### config.mk
export PLATFORM = sky130hd
export DESIGN_NAME = if_fetch
export DESIGN_NICKNAME = d
export VERILOG_FILES = /design/src/rtl/if_fetch.sv
export SDC_FILE = /design/constraint.sdc
export NUM_CORES = 1
export LEC_CHECK = 0
export CAP_MARGIN = 0
export CORE_ASPECT_RATIO = 1.5
export CORE_MARGIN = 2
export CORE_UTILIZATION = 42
export CTS_CLUSTER_SIZE = 10
export DETAILED_ROUTE_END_ITERATION = 12
export GPL_ROUTABILITY_DRIVEN = 1
export PLACE_DENSITY = 0.69
export SYNTH_ARGS = -nofsm -noshare
export SYNTH_HDL_FRONTEND = slang
export SYNTH_SLANG_ARGS = --single-unit
### constraint.sdc
create_clock -name clk -period 2.78 [get_ports clk]
set_clock_uncertainty 0.15 [all_clocks]
set_input_delay 0.834 -clock clk [delete_from_list [all_inputs] [get_ports clk]]
set_output_delay 0.834 -clock clk [all_outputs]
set_load 0.01 [all_outputs]
### src/rtl/if_fetch.sv
// if_fetch: instruction-fetch stage with req/ack memory port, IF/ID register,
// one-entry stall skid buffer and single-delay-slot branch redirect.
module if_fetch #(
    parameter logic [31:0] RESET_PC = 32'h0000_0000,
    parameter logic [31:0] NOP_INST = 32'h0000_0000
) (
    input  logic        clk,
    input  logic        rst,
    input  logic        stall_i,
    input  logic        branch_flag_i,
    input  logic [31:0] branch_target_address_i,
    output logic        inst_req_o,
    output logic [31:0] inst_addr_o,
    input  logic        inst_ack_i,
    input  logic [31:0] inst_rdata_i,
    output logic [31:0] id_pc_o,
    output logic [31:0] id_inst_o,
    output logic        id_valid_o
);
    typedef enum logic [1:0] {IDLE, FETCH, HOLD} state_t;
    state_t      state, state_d;
    logic [31:0] pc_q, pc_d, redir_pc, redir_pc_d;
    logic [31:0] skid_pc, skid_pc_d, skid_inst, skid_inst_d;
    logic [31:0] id_pc_d, id_inst_d;
    logic        redir_v, redir_v_d, skid_v, skid_v_d, id_valid_d;

    assign inst_req_o  = state == FETCH;
    assign inst_addr_o = pc_q;

    always_comb begin
        state_d     = state;
        pc_d        = pc_q;
        redir_v_d   = redir_v;
        redir_pc_d  = redir_pc;
        skid_v_d    = skid_v;
        skid_pc_d   = skid_pc;
        skid_inst_d = skid_inst;
        id_pc_d     = id_pc_o;
        id_inst_d   = id_inst_o;
        id_valid_d  = id_valid_o;
        case (state)
            IDLE: state_d = FETCH;
            FETCH: begin
                if (inst_ack_i) begin
                    // a branch seen with the delay slot's ack jumps straight to the target
                    pc_d      = (branch_flag_i && !stall_i) ? branch_target_address_i
                              : redir_v ? redir_pc : pc_q + 32'd4;
                    redir_v_d = 1'b0;
                    if (stall_i) begin
                        skid_pc_d   = pc_q;
                        skid_inst_d = inst_rdata_i;
                        skid_v_d    = 1'b1;
                        state_d     = HOLD;
                    end else begin
                        id_pc_d    = pc_q;
                        id_inst_d  = inst_rdata_i;
                        id_valid_d = 1'b1;
                    end
                end else if (!stall_i) begin
                    id_inst_d  = NOP_INST;
                    id_valid_d = 1'b0;
                    if (branch_flag_i) begin
                        redir_v_d  = 1'b1;
                        redir_pc_d = branch_target_address_i;
                    end
                end
            end
            HOLD: begin
                if (!stall_i) begin
                    id_pc_d    = skid_pc;
                    id_inst_d  = skid_inst;
                    id_valid_d = 1'b1;
                    skid_v_d   = 1'b0;
                    state_d    = FETCH;
                    pc_d       = branch_flag_i ? branch_target_address_i : pc_q;
                end
            end
            default: state_d = IDLE;
        endcase
    end

    always_ff @(posedge clk or negedge rst) begin
        if (!rst) begin
            state      <= IDLE;
            pc_q       <= RESET_PC;
            redir_v    <= 1'b0;
            redir_pc   <= 32'h0;
            skid_v     <= 1'b0;
            skid_pc    <= 32'h0;
            skid_inst  <= 32'h0;
            id_pc_o    <= 32'h0;
            id_inst_o  <= NOP_INST;
            id_valid_o <= 1'b0;
        end else begin
            state      <= state_d;
            pc_q       <= pc_d;
            redir_v    <= redir_v_d;
            redir_pc   <= redir_pc_d;
            skid_v     <= skid_v_d;
            skid_pc    <= skid_pc_d;
            skid_inst  <= skid_inst_d;
            id_pc_o    <= id_pc_d;
            id_inst_o  <= id_inst_d;
            id_valid_o <= id_valid_d;
        end
    end
endmodule
======== Word-level counts from Yosys, hierarchy flattened ========
Cells that the tools add are included.
operators by class
  add/sub/neg operators ................... 1
  $mul .................................... 0
  div/mod/pow operators ................... 0
  $lt $le $gt $ge ......................... 0
  eq/ne operators ......................... 9
  shifts and indexed selects .............. 0
  multiplexer cells ....................... 26
  bitwise operators ....................... 2
  reductions and logical operators ........ 13
operators by type and width
  kind                     number
  $mux W32                 12
  $pmux W32 S2             3
  $add A32 B3 Y32 const B  1
  $reduce_and A3 Y1        4
  $reduce_and A4 Y1        3
  $ne A2 B2 Y1 const B     4
  $mux W1                  6
  $mux W2                  3
  $pmux W2 S3              1
  $ne A2 B1 Y1 const B     2
  $reduce_bool A2 Y1       2
  $ne A3 B2 Y1 const B     1
  $eq A2 B1 Y1 const B     1
  $eq A2 B2 Y1 const B     1
  $logic_not A2 Y1         1
  $not A1 Y1               2
  $pmux W1 S2              1
  $reduce_and A2 Y1        1
  $logic_and A1 B1 Y1      1
  $logic_not A1 Y1         1
word-level totals
  register bits after elaboration ......... 196
  bits in latches ......................... 0
  RAM bits ................................ 0
  ROM bits ................................ 0
  input port bits ......................... 69
  output and inout port bits .............. 98
  word-level logic and storage cells ...... 60
  memories kept ........................... 0

======== Longest topological paths before layout ========
  depth in word-level cells ............... 5
  mapped depth ............................ 9
  gate-level depth less buffers ........... 7

======== Worst setup path after synthesis ========
Ideal clock, no wire load.
  path type ............................... input-to-reg
  start point ............................. input port stall_i
  end point ............................... register redir_pc[10]
  library setup time ...................... 125 ps
  data arrival time ....................... 2148 ps
  required time ........................... 2505 ps
  path slack .............................. 357 ps
  cell stages on the path ................. 5
  buffers on the path ..................... 2
  cells stage by stage .................... buf_2 -> nand2b_1 -> nor3b_2 -> buf_2 -> mux2_2
between the ends
  cells in the longest elaborated chain, start to end .. 2
ends and longest elaborated chain
  item                         RTL line  text
  from (decl)                  9         input logic stall_i,
  $not A1 Y1 (no line)         -
  $reduce_and A4 Y1 (no line)  -
  to (signal assigned)         98        redir_pc <= redir_pc_d;
  to (decl)                    22        logic [31:0] pc_q, pc_d, redir_pc, redir_pc_d;
Every way passes these cells.
A chain may end at the register's enable or synchronous reset.

======== Worst setup path after layout ========
  start point ............................. register state[1]
  end point ............................... output port inst_req_o
between the ends
  cells in the longest elaborated chain, start to end .. 1
ends and longest elaborated chain
  item                    RTL line  text
  from (decl)             21        state_t state, state_d;
  from (signal assigned)  95        state <= state_d;
  $eq A2 B1 Y1            27        assign inst_req_o = state == FETCH;
  to (decl)               12        output logic inst_req_o,
Every way passes these cells.

==> qor_table.md <==
| Item | Reported | Unit |
| --- | --- | --- |
| Run status | complete, no violations | - |
| Worst reg2reg startpoint | state[0]$_DFFE_PN0P_ | - |
| Max Transition Viols Final | 0 | - |
| Clk pin slew, worst setup/hold paths | 0.07 | ns |
| Cell with the biggest individual delay on the critical path | sky130_fd_sc_hd__clkdlybuf4s50_1 | - |
| Number of buffers created by CTS | 17 | - |
| Biggest fanout along the worst timing path | 3 | - |
| IO Pins | 167 | - |
| Initial antenna violation count | 1 | - |
| Average wire per standard cell | 18.2 | um |
| Setup violation total in the final timing report | 0 | - |
| Pre-CTS WS | -0.129 | ns |
| Post-route ant nets | 0 | - |
| Layout-stage area growth over the synthesis result | 31.3 | % |
| Detailed Route WL | 22,400 | um |
| Post-synth ARST share | 1.00 | - |
| Sequential Area | 0.00490 | mm2 |
| Leak | 4.84 | nW |
| Remaining global-route overflow | 0 | - |
| Worst min-delay path category | input pin to async pin | - |
| Sequential element share of the synthesized area | 0.548 | - |
| Std-Cell Rows | 65 | - |
| Count of clock tree sinks | 196 | - |
| Setup repair after global routing missed its margin | no | - |
| Synthesized net count | 869 | - |
| Placeable Area | 0.0210 | mm2 |
| Synthesized area divided by synthesized cell count | 11.3 | um2 |
| Largest net degree at the start of global routing | 65 | - |
| Total negative slack | 0 | ns |
| Cell accounting for the most synthesized area | sky130_fd_sc_hd__dfrtp_1 | - |
| Worst-Margin Slew | 0.623 | ns |
| NumNets Final | 1,026 | - |
| Skew-Pair Late Insertion Delay | 0.43 | ns |
| Die ar. | 0.0225 | mm2 |
| Flop2flop setup slack | 0.34 | ns |
| Cell count after synthesis | 796 | - |
| Footprint of the multi-input gates | 0.00382 | mm2 |
| MaxCap Viol Count | 0 | - |
| Final weighted congestion in routability-driven placement | 0.873 | - |
| Fraction of the cycle the final worst path needs | 0.974 | - |
| Highest cell delay on the worst timing path | 0.57 | ns |
| Starting Density | 0.427 | - |
| Final hold violation count | 0 | - |
| Crit path launch type | flop | - |
| Fraction of final layout cells sized beyond drive strength 1 | 0.178 | - |
| First-pass GRT wire length | 36,500 | um |
| Slew margin rel. | 0.583 | - |
| Worst r2r path cells | 8 | - |
| Worst setup EP type | output pin | - |
| Via/cell ratio | 5.48 | - |
| Min Clock Period, post-route | 2.71 | ns |
| Dominant cell by count in the synthesized netlist | sky130_fd_sc_hd__dfrtp_1 | - |
| First DRT Iteration DRCs | 389 | - |
| Number of post-CTS setup repair buffers | 0 | - |
| Critical Path Sink | inst_req_o | - |
| Synth Warn # | 0 | - |
| Fraction of synthesized cell area taken by the top area cell type | 0.548 | - |
| Post-synth top cells | sky130_fd_sc_hd__dfrtp_1 (196), sky130_fd_sc_hd__mux2_2 (93), sky130_fd_sc_hd__nand2_1 (59), sky130_fd_sc_hd__o21ai_0 (56), sky130_fd_sc_hd__a21oi_1 (53) | - |
| Via count of the first global-routing pass | 6,865 | - |
| Estimated wirelength of the detail-placed design | 15,600 | um |
| Endpoint arrival time on the critical path | 1.72 | ns |
| Fill cell count | 1,783 | - |
| Via Count | 6,763 | - |
| Die X-Extent | 123 | um |
| DRC | 0 | - |
| Power after layout | 0.0133 | W |
| Primary flip-flop cell chosen by synthesis mapping | sky130_fd_sc_hd__dfrtp_1 | - |
| Post-synth EDFFs | 0 | - |
| GR Util All Layers | 0.208 | - |
| WHS | 0.190 | ns |
| Clock tree from TritonCTS | yes | - |
| Top cells by area, synth | sky130_fd_sc_hd__dfrtp_1 (55%), sky130_fd_sc_hd__mux2_2 (12%), sky130_fd_sc_hd__mux2i_1 (4.2%) | - |
| Syn Std Cell Area | 0.00896 | mm2 |
| Count of state elements after synthesis | 196 | - |
| Deepest level of the CTS H-tree | 4 | - |
| Area of all placed cells without fillers | 0.0118 | mm2 |
| Required time of the critical path | 1.80 | ns |
| Launching element of the worst setup path | state[1]$_DFFE_PN0P_ | - |
| Cell area reported after detailed placement | 0.0111 | mm2 |
| Worst path setup slack after routing | 0.0728 | ns |
| Crit Path Category | flop to output pin | - |
| Y dimension of the die | 183 | um |
| Antenna cells | 0 | - |
| Number of distinct library cells after synthesis | 51 | - |
| Count of buffers inserted at the top-level ports | 166 | - |
| Maximum ir drop on the vdd rail | 0.511 | mV |
| R2R Path End | inst_addr_o[8]$_DFFE_PN0P_ | - |
| Maximum frequency from static timing analysis | 369 | MHz |
| Cell-by-cell trace of the critical path | inv_1 -> ha_1 -> clkdlybuf4s50_1 | - |
| Pwr Density | 1130 | mW/mm2 |
| Detailed-routing iteration count for the pre-antenna-repair pass | 5 | - |
| Number of buffers on the longest clock path | 2 | - |
| Clock tree root buffer cell | sky130_fd_sc_hd__clkbuf_16 | - |
-- sequential cells by signal, indices dropped and copies added, names as in the netlist, 2 cells and up --
signal / count
skid_pc: 32
id_inst_o: 32
inst_addr_o: 32
state: 2
skid_inst: 32
id_pc_o: 32
redir_pc: 32
-- worst min-delay path by stage --
stage,start,to,slack (ns),depth (start not counted)
2_1_floorplan,skid_pc[11]$_DFFE_PN0P_,skid_pc[11]$_DFFE_PN0P_,0.30,2
3_3_place_gp,id_inst_o[12]$_DFFE_PN0P_,id_inst_o[12]$_DFFE_PN0P_,0.31,2
3_5_place_dp,id_inst_o[17]$_DFFE_PN0P_,id_inst_o[17]$_DFFE_PN0P_,0.32,2
4_1_cts,rst,inst_addr_o[12]$_DFFE_PN0P_,0.18,1
5_1_grt,rst,inst_addr_o[12]$_DFFE_PN0P_,0.20,1
6_report,rst,skid_pc[8]$_DFFE_PN0P_,0.19,1
-- per-layer routing --
layer	share of wire	up-vias	track usage
met5	0.00053	-	0
met4	0.026	2	0.0786
met3	0.044	32	0.0370
met2	0.51	192	0.351
met1	0.42	3338	0.264
li1	-	3199	-
-- cell type report --
class,count,area share
repair buffers,200,0.173
multi-input cells,531,0.325
flip-flops and latches,196,0.417
clock buffers,21,0.0392
well taps,268,0.0285
clock inverters,11,0.0149
inverters,7,0.00223
-- logic make-up (layout without fill, tap and decap cells) --
family	after synthesis	after routing	synth area share
multiplexers	131	131	0.159
AO/OA/AOI/OAI	191	191	0.133
buffers and inverters	69	239	0.0323
XOR/XNOR	24	24	0.0235
adder cells (fa/ha/maj)	4	4	0.00559
flip-flops	196	196	0.548
AND/OR/NAND/NOR	181	181	0.0984
-- critical path, delay by kind of cell, from the launching register on --
family / cells / cell delay, ns
buffers and inverters: 2 / 0.67
adders and majority gates: 1 / 0.22
DFF: 1 / 0.40
-- cell usage in the layout, fill, tap and decap left out, types with 4 or more instances in the layout --
| cell type | count |
|---|---|
| sky130_fd_sc_hd__a211oi_1 | 4 |
| sky130_fd_sc_hd__a21oi_1 | 53 |
| sky130_fd_sc_hd__a221oi_1 | 16 |
| sky130_fd_sc_hd__a22oi_1 | 32 |
| sky130_fd_sc_hd__and3_1 | 18 |
| sky130_fd_sc_hd__buf_12 | 9 |
| sky130_fd_sc_hd__buf_4 | 25 |
| sky130_fd_sc_hd__bufinv_16 | 4 |
| sky130_fd_sc_hd__clkbuf_16 | 17 |
| sky130_fd_sc_hd__clkdlybuf4s50_1 | 165 |
| sky130_fd_sc_hd__dfrtp_1 | 196 |
| sky130_fd_sc_hd__inv_1 | 7 |
| sky130_fd_sc_hd__mux2_2 | 93 |
| sky130_fd_sc_hd__mux2i_1 | 38 |
| sky130_fd_sc_hd__nand2_1 | 59 |
| sky130_fd_sc_hd__nand3_1 | 17 |
| sky130_fd_sc_hd__nand4_1 | 12 |
| sky130_fd_sc_hd__nor2_1 | 49 |
| sky130_fd_sc_hd__nor3_1 | 4 |
| sky130_fd_sc_hd__nor4_1 | 5 |
| sky130_fd_sc_hd__o211ai_1 | 6 |
| sky130_fd_sc_hd__o21ai_0 | 56 |
| sky130_fd_sc_hd__o22ai_1 | 4 |
| sky130_fd_sc_hd__xnor2_1 | 9 |
| sky130_fd_sc_hd__xor2_1 | 15 |
-- stage by stage --
step	utilization	cells
after global routing	0.560	1234
after detailed placement	0.530	1202
after global placement	0.530	1202
after floorplan	-	796
after CTS	0.560	1234
final	0.560	1234
-- report_power, final --
part           leakage (nW)  internal [W]  switching [W]
logic                  2.15       0.00288        0.00249
registers              2.39       0.00419        0.00107
clock network         0.304       0.00156        0.00108
-- repair_timing --
item | 4_1_cts | 5_1_grt
gates resized for setup | 0 | 1
endpoints found under the hold margin | 0 | 0
endpoints found under the setup margin | 0 | 5
hold buffers | 0 | 0
No activity file was read; power rests on OpenSTA's default activity.
